**config.mk**
```make
export PLATFORM = sky130hd
export DESIGN_NAME = mem_arbiter
export DESIGN_NICKNAME = d
export VERILOG_FILES = /design/src/rtl/mem_arbiter.sv
export SDC_FILE = /design/constraint.sdc
export NUM_CORES = 1
export LEC_CHECK = 0
export BUFFER_PORTS_ARGS = -buffer_cell sky130_fd_sc_hd__buf_2
export CAP_MARGIN = 30
export CORE_ASPECT_RATIO = 1.1
export CORE_MARGIN = 2
export CORE_UTILIZATION = 48
export CTS_CLUSTER_SIZE = 28
export DETAILED_ROUTE_END_ITERATION = 16
export PLACE_DENSITY = 0.79
export SYNTH_ARGS = -nofsm -noshare
export SYNTH_HDL_FRONTEND = slang
export SYNTH_SLANG_ARGS = --single-unit
```
**constraint.sdc**
```tcl
create_clock -name clk -period 5.05 [get_ports clk]
set_input_delay 0.7575 -clock clk [delete_from_list [all_inputs] [get_ports clk]]
set_output_delay 0.7575 -clock clk [all_outputs]
set_load 0.02 [all_outputs]
```
**src/rtl/mem_arbiter.sv**
```systemverilog
// Byte-serial memory arbiter: instruction fetch and load/store share one 8-bit RAM port.
// Define IO_STALL_EN to enable back-pressure from the IO sink on stores to addresses with [17:16] == 2'b11.
module mem_arbiter (
  input  logic        clk,
  input  logic        rst,
  input  logic        rdy,
  input  logic        rollback,
  input  logic [31:0] IC_addr,
  input  logic        IC_addr_sgn,
  output logic [31:0] IC_val,
  output logic        IC_val_sgn,
  input  logic [31:0] LSB_addr,
  input  logic        LSB_sgn,
  input  logic        LSB_wr,
  input  logic [1:0]  LSB_len,
  input  logic [31:0] LSB_wdata,
  output logic [31:0] LSB_val,
  output logic        LSB_done,
  input  logic [7:0]  mem_din,
  output logic [7:0]  mem_dout,
  output logic [31:0] mem_a,
  output logic        mem_wr,
  input  logic        io_buffer_full
);

  // Handshake: a requester raises *_sgn and holds it, with stable address and
  // data, until the matching one-cycle pulse (IC_val_sgn or LSB_done) is seen.
  typedef enum logic [1:0] {IDLE, IFETCH, LOAD, STORE} state_t;

  state_t      state;
  logic [2:0]  cnt;
  logic [2:0]  last;
  logic [31:0] rd_buf;
  logic [31:0] st_data;
  logic        wr_q;
  logic        io_block_req;
  logic        io_stall;
  logic        accept_ok;
  logic        lsb_go;

`ifdef IO_STALL_EN
  assign io_block_req = io_buffer_full && LSB_wr && (LSB_addr[17:16] == 2'b11);
  assign io_stall     = io_buffer_full && (state == STORE) && (mem_a[17:16] == 2'b11);
`else
  logic unused_io;
  assign unused_io    = io_buffer_full;
  assign io_block_req = 1'b0;
  assign io_stall     = 1'b0;
`endif

  // The requester still holds its request during the pulse cycle, so block re-acceptance there.
  assign accept_ok = !IC_val_sgn && !LSB_done && !rollback;
  assign lsb_go    = LSB_sgn && !io_block_req;

  // The RAM write strobe is gated so a frozen or stalled byte is written exactly once.
  assign mem_wr = wr_q && rdy && !io_stall;

  function automatic logic [2:0] len_to_last(input logic [1:0] len);
    case (len)
      2'b00:   len_to_last = 3'd0;
      2'b01:   len_to_last = 3'd1;
      default: len_to_last = 3'd3;
    endcase
  endfunction

  always_ff @(posedge clk or posedge rst) begin
    if (rst) begin
      state      <= IDLE;
      cnt        <= 3'd0;
      last       <= 3'd0;
      rd_buf     <= 32'd0;
      st_data    <= 32'd0;
      wr_q       <= 1'b0;
      mem_a      <= 32'd0;
      mem_dout   <= 8'd0;
      IC_val     <= 32'd0;
      IC_val_sgn <= 1'b0;
      LSB_val    <= 32'd0;
      LSB_done   <= 1'b0;
    end else if (rdy) begin
      IC_val_sgn <= 1'b0;
      LSB_done   <= 1'b0;
      case (state)
        IDLE: begin
          if (accept_ok) begin
            if (lsb_go) begin
              mem_a <= LSB_addr;
              cnt   <= 3'd0;
              last  <= len_to_last(LSB_len);
              if (LSB_wr) begin
                state    <= STORE;
                wr_q     <= 1'b1;
                mem_dout <= LSB_wdata[7:0];
                st_data  <= LSB_wdata;
              end else begin
                state  <= LOAD;
                rd_buf <= 32'd0;
              end
            end else if (IC_addr_sgn) begin
              mem_a  <= IC_addr;
              cnt    <= 3'd0;
              last   <= 3'd3;
              state  <= IFETCH;
              rd_buf <= 32'd0;
            end
          end
        end
        IFETCH, LOAD: begin
          if (rollback) begin
            state <= IDLE;
          end else if (cnt > last) begin
            // Every byte is captured; publish the assembled word.
            state <= IDLE;
            if (state == IFETCH) begin
              IC_val     <= rd_buf;
              IC_val_sgn <= 1'b1;
            end else begin
              LSB_val  <= rd_buf;
              LSB_done <= 1'b1;
            end
          end else begin
            rd_buf[{cnt[1:0], 3'b000} +: 8] <= mem_din;
            cnt <= cnt + 3'd1;
            if (cnt != last) mem_a <= mem_a + 32'd1;
          end
        end
        STORE: begin
          if (!io_stall) begin
            if (cnt == last) begin
              wr_q     <= 1'b0;
              state    <= IDLE;
              LSB_done <= 1'b1;
            end else begin
              cnt      <= cnt + 3'd1;
              mem_a    <= mem_a + 32'd1;
              mem_dout <= st_data[15:8];
              st_data  <= {8'd0, st_data[31:8]};
            end
          end
        end
        default: state <= IDLE;
      endcase
    end
  end

endmodule

```
-- Word-level counts from Yosys, hierarchy flattened
Cells that the tools add are included.
- add/subtract/negate cells: 3
- $lt $le $gt $ge: 1
- equal/unequal tests: 17
- shifts and indexed selects: 2
- muxes and demuxes: 58
- bitwise logic cells: 2
- reductions and logical operators: 21
- operator list (operator ; number):
    32-bit 2-to-1 mux ; 17
    32-bit one-hot mux with 2 select lines ; 2
    32-bit one-hot mux with 3 select lines ; 1
    32-bit by 1-bit adder with 32-bit output (second input constant) ; 1
    32-bit bitwise mux ; 1
    8-bit 2-to-1 mux ; 4
    8-bit by 7-bit variable shift with 32-bit output (first input constant) ; 1
    8-bit by 7-bit variable part select with 32-bit output ; 1
    3-bit 2-to-1 mux ; 8
    6-bit AND reduction ; 3
    2-bit inequality test (second input constant) ; 8
    8-bit one-hot mux with 2 select lines ; 1
    5-bit AND reduction ; 3
    7-bit AND reduction ; 2
    1-bit 2-to-1 mux ; 13
    2-bit 2-to-1 mux ; 6
    3-bit inequality test (second input constant) ; 3
    3-bit one-hot mux with 3 select lines ; 1
    5-bit negator with 7-bit output ; 1
    2-bit one-hot mux with 3 select lines ; 1
    2-bit nonzero test ; 3
    2-bit by 1-bit == test with 1-bit output (second input constant) ; 2
    2-bit == test (second input constant) ; 2
    2-bit logical NOT ; 2
    other kinds (11) ; 17
- register bits after elaboration: 179
- bits of input ports: 114
- output and inout bits: 107

-- Longest topological paths before layout
- word-level depth: 6
- depth in mapped cells: 9

-- Least setup slack after synthesis
Ideal clock, no wire load.
- path kind: reg-to-reg
- start: register cnt[0]
- end: register LSB_val[0]
- setup time: 125 ps
- arrival time: 2284 ps
- path slack: 2641 ps
- cell stages (with the launch flop): 10
- period minus slack after synthesis: 2409 ps
- cells stage by stage: dfrtp_1 -> inv_1 -> ha_1 -> nand2_1 -> o21a_1 -> o21ai_1 -> or3b_2 -> clkbuf_1 -> buf_6 -> mux2_2
- word-level cells in the longest chain between the ends: 2
- RTL lines (element ; line ; RTL):
    start: declaration ; 31 ; logic [2:0] cnt;
    start signal: assignment ; 123 ; cnt <= cnt + 3'd1;
    start signal: assignment ; 134 ; cnt <= cnt + 3'd1;
    3-bit greater-than comparator ; 111 ; end else if (cnt > last) begin
    5-bit AND reduction (no line) ; -- ;
    end signal: assignment ; 118 ; LSB_val <= rd_buf;
    end: declaration ; 17 ; output logic [31:0] LSB_val,
No other way between the ends.
A chain may end at the register's enable or synchronous reset.

-- Final worst setup path
- start: register cnt[0]
- end: register mem_a[4]
- word-level cells in the longest chain between the ends: 3
- RTL lines (element ; line ; RTL):
    3-bit greater-than comparator, or another cell as far along ; 111 ;
    2-bit inequality test (no line) ; -- ;
    7-bit AND reduction (no line) * ; -- ;
    end signal: assignment ; 100 ; mem_a <= IC_addr;
    end signal: assignment ; 124 ; if (cnt != last) mem_a <= mem_a + 32'd1;
    end signal: assignment ; 135 ; mem_a <= mem_a + 32'd1;
    end: declaration ; 21 ; output logic [31:0] mem_a,
Mark *: on every way between the ends. The rest lies on a longest branch, timed or not.

==> impl_metrics.py <==
metrics = {
    "run_status": {
        "status": "complete, no violations",
    },
    "synth": {
        "synthesis.nets": 893,
        "yosys-top-cells-count": "170 x dfrtp_1, 81 x nand2_1, 70 x mux2_2, 61 x o21ai_0, 51 x mux2i_1",
        "ys_seq_elements": 170,
        "avgSynthCellArea_um2": 10.95,
        "synth_area_mm2": 0.008421,
        "syn-instance-count": 769,
        "ys.flop_type": "dfrtp_1",
        "synth_area_leaders": "dfrtp_1 51%, mux2_2 9.4%, mux2i_1 6.1%, o21ai_0 3.6%, nand2_1 3.6%",
        "synth_edf_count": 0,
        "synth_top_area_share_pct": 50.52,
        "yosys.area.top_type": "dfrtp_1",
        "async_reset_ff_share_pct": 100.0,
        "yosys_warnings": 0,
        "ys_seq_area_share_pct": 50.52,
        "synth.distinct_cells": 70,
        "yosysMostFrequentCell": "dfrtp_1",
    },
    "floorplan": {
        "core_area_mm2": 0.01708,
        "ioPinCount": 221,
        "die_w_um": 130.3,
        "die-area_mm2": 0.01862,
        "fp.dieH_um": 142.9,
        "fp-row-count": 50,
        "initial_core_util_pct": 49.30,
    },
    "setup_path": {
        "rr_worst_depth": 8,
        "startpoint_type": "flop",
        "r2r_start": "cnt[0]$_DFFE_PP0P_",
        "required_ns": 5.37,
        "crit_fanout": 22,
        "critPathCaptureType": "flop",
        "r2r_end": "mem_a[4]$_DFFE_PP0P_",
        "crit_type": "reg2reg",
        "reg2reg_slack_ns": 1.98,
        "critPathArrivalTime_ns": 3.39,
    },
    "place": {
        "port-buffer-count": 219,
        "post-place-ws_ns": 2.045,
        "globalplace.congestion": 0.8560,
        "hpwl_um": 14540,
        "placed_area_mm2": 0.009676,
    },
    "clocking": {
        "cts_hold_buf": 0,
        "root_buffer": "clkbuf_16",
        "cts_tree": "done",
        "clkTransAtPathRegs_ns": 0.07,
        "cts_max_level": 4,
        "clockBufferDepth": 2,
        "cts_setup_buffers": 0,
        "clkLatencyLatePin_ns": 0.43,
        "cts-resized-gates": 0,
        "cts_buffers": 17,
        "clock_sinks": 170,
    },
    "grt": {
        "grt_pass1_vias": 6743,
        "grt_max_degree": 171,
        "overflow": 0,
        "antenna_found_initial": 1,
        "grt_pass1_wl_um": 34070,
        "grt_util_all_layers_pct": 23.31,
    },
    "hold_path": {
        "worstHoldPathCells": 2,
        "hold_path.startpoint": "st_data[7]$_DFFE_PP0P_",
        "hold_class": "reg2reg",
        "hold-path-endpoint": "st_data[7]$_DFFE_PP0P_",
    },
    "route": {
        "wl_met3_um": 1290,
        "wirelength_um": 20950,
        "dr.pass1.iters": 4,
        "drc": 0,
        "wire_per_inst_um": 17.29,
        "routed.top_layer": "met4",
        "met1Wirelength_um": 8987,
        "met2_length_um": 10220,
        "drtIter0Drc": 417,
        "ant_nets": 0,
        "via_per_inst": 5.644,
        "vias": 6841,
    },
    "timing": {
        "fmax_mhz": 326.2,
        "worst_slack_ns": 1.985,
        "tns_ns": 0,
        "setup_viol": 0,
        "hold_viol_final": 0,
        "drv_slew": 0,
        "rsz0062_at_grt": "false",
        "fin_skew_ns": 0.01408,
        "slew_headroom_pct": 37.49,
        "period_minus_slack_ns": 3.065,
        "max_slew.worst_pin.slew_ns": 0.9376,
        "fin_crit_sh_pct": 60.70,
    },
    "power_and_ir_drop": {
        "clkPwrFrac_pct": 22.3,
        "pwr-share-seq_pct": 37.9,
        "switching_share_pct": 41.69,
        "p_int_mw": 3.261,
        "vdd_drop_max_mv": 0.3144,
        "powerDensity_mw_per_mm2": 546.1,
        "p_comb_share_pct": 39.7,
        "net-switching-power_mw": 2.332,
        "leakagePower_nw": 4.938,
    },
    "flow_run": {
        "cap_violations": 0,
    },
    "finish": {
        "fin_nets": 1089,
        "area_growth_pct": 21.60,
        "drive_gt1_share_pct": 36.85,
        "fillers": 1477,
        "design_area_mm2": 0.01024,
    },
}
==> layout make-up <==
type | count | area (um^2) | area share [%]
Antenna cell | 1 | 2.502 | 0.02444
Clock buffer | 18 | 429.2 | 4.191
Clock inverter | 13 | 132.6 | 1.295
Inverter | 32 | 123.9 | 1.210
Multi-Input combinational cell | 516 | 3805 | 37.16
Sequential cell | 170 | 4254 | 41.54
Tap cell | 234 | 292.8 | 2.859
Timing Repair Buffer | 228 | 1200 | 11.72
==> power by group through the flow <==
stage | clock [mW] | combinational [mW] | sequential, mW
final | 1.25 | 2.22 | 2.12
after global routing | 1.32 | 2.45 | 2.18
after CTS | 1.27 | 2.23 | 2.11
after detailed placement | 0 | 2.22 | 2.14
after global placement | 0 | 2.15 | 2.12
after floorplan | 0 | 1.36 | 2.32
==> worst max-delay path, cell delays in order, from the launching register on <==
cell and delay [ns]:
dfrtp_1 0.56, inv_1 0.15, ha_1 0.36, nand4b_1 0.21
nand4_1 0.38, a21oi_2 0.59, buf_4 0.36, a21oi_1 0.10
o221a_2 0.25
==> kinds of logic after synthesis <==
kind of cell             Yosys count  share of synthesized area (%)
AO/OA/AOI/OAI                    198                          15.97
AND/OR/NAND/NOR                  187                          12.01
flip-flops                       170                          50.52
multiplexers                     121                          15.42
buffers and inverters             83                          4.591
adder cells (fa/ha/maj)           10                          1.486
==> metal layers <==
metal | up-vias | GRT usage (%)
met1 | 3319 | 30.62
met3 | 34 | 3.897
met2 | 260 | 38.63
met4 | 0 | 8.998
met5 | - | 0
li1 | 3228 | -
==> stage by stage <==
step	hold slack [ns]	utilization (%)	total power, mW	std cells
after floorplan	0.4420	-	3.681	769
after global placement	0.4565	56.42	4.268	1178
after detailed placement	0.4644	56.65	4.356	1180
after CTS	0.4805	59.94	5.611	1211
after global routing	0.4898	59.94	5.948	1211
final	0.4763	59.96	5.592	1212
==> cells in the final DEF, fill, tap and decap left out, types with 3 or more instances in the layout <==
cell type   netlist  layout
nor4_1            4       4
buf_4            10       6
ha_1             10       9
inv_8             0       6
a21o_1            6       6
a22o_1           24      24
o41ai_1           5       5
o22ai_1          19      19
inv_1            31      30
nand4_1           8       8
nor3_1            9       9
mux2_2           70      70
and4_1           10      10
clkbuf_16         0      17
mux2i_1          51      51
nor2_1           14      14
o31ai_1           6       6
o221a_2           3       3
nand3_1          20      19
nand2_1          81      81
a21oi_1          29      29
clkinvlp_4        0       4
a211oi_1          6       6
a31o_2            4       4
nor2b_1           7       7
and2_1            3       3
nand2b_1          5       5
o21ai_0          61      61
clkinv_4          0       3
buf_2            12     219
and3_1            5       5
a31oi_1           6       6
o32ai_1           3       3
dfrtp_1         170     170
or2_2             4       4
==> registers in the layout (all words and copies together) (netlist names), 2 cells and up <==
name      count
IC_val       32
last          2
st_data      25
state         2
mem_a        32
LSB_val      32
rd_buf       32
cnt           3
mem_dout      7
==> worst max path at each step <==
stage	cells past startpoint	from	endpoint	slack, ns
final	8	cnt[0]$_DFFE_PP0P_	mem_a[4]$_DFFE_PP0P_	1.98
after detailed placement	8	cnt[0]$_DFFE_PP0P_	mem_a[4]$_DFFE_PP0P_	2.05
after floorplan	1	rst	IC_val[0]$_DFFE_PP0P_	2.12
after global placement	8	cnt[0]$_DFFE_PP0P_	mem_a[4]$_DFFE_PP0P_	1.73
after global routing	8	cnt[0]$_DFFE_PP0P_	mem_a[4]$_DFFE_PP0P_	1.75
after CTS	8	cnt[0]$_DFFE_PP0P_	mem_a[4]$_DFFE_PP0P_	2.04
Note: power is estimated with default switching activity, not from simulation.
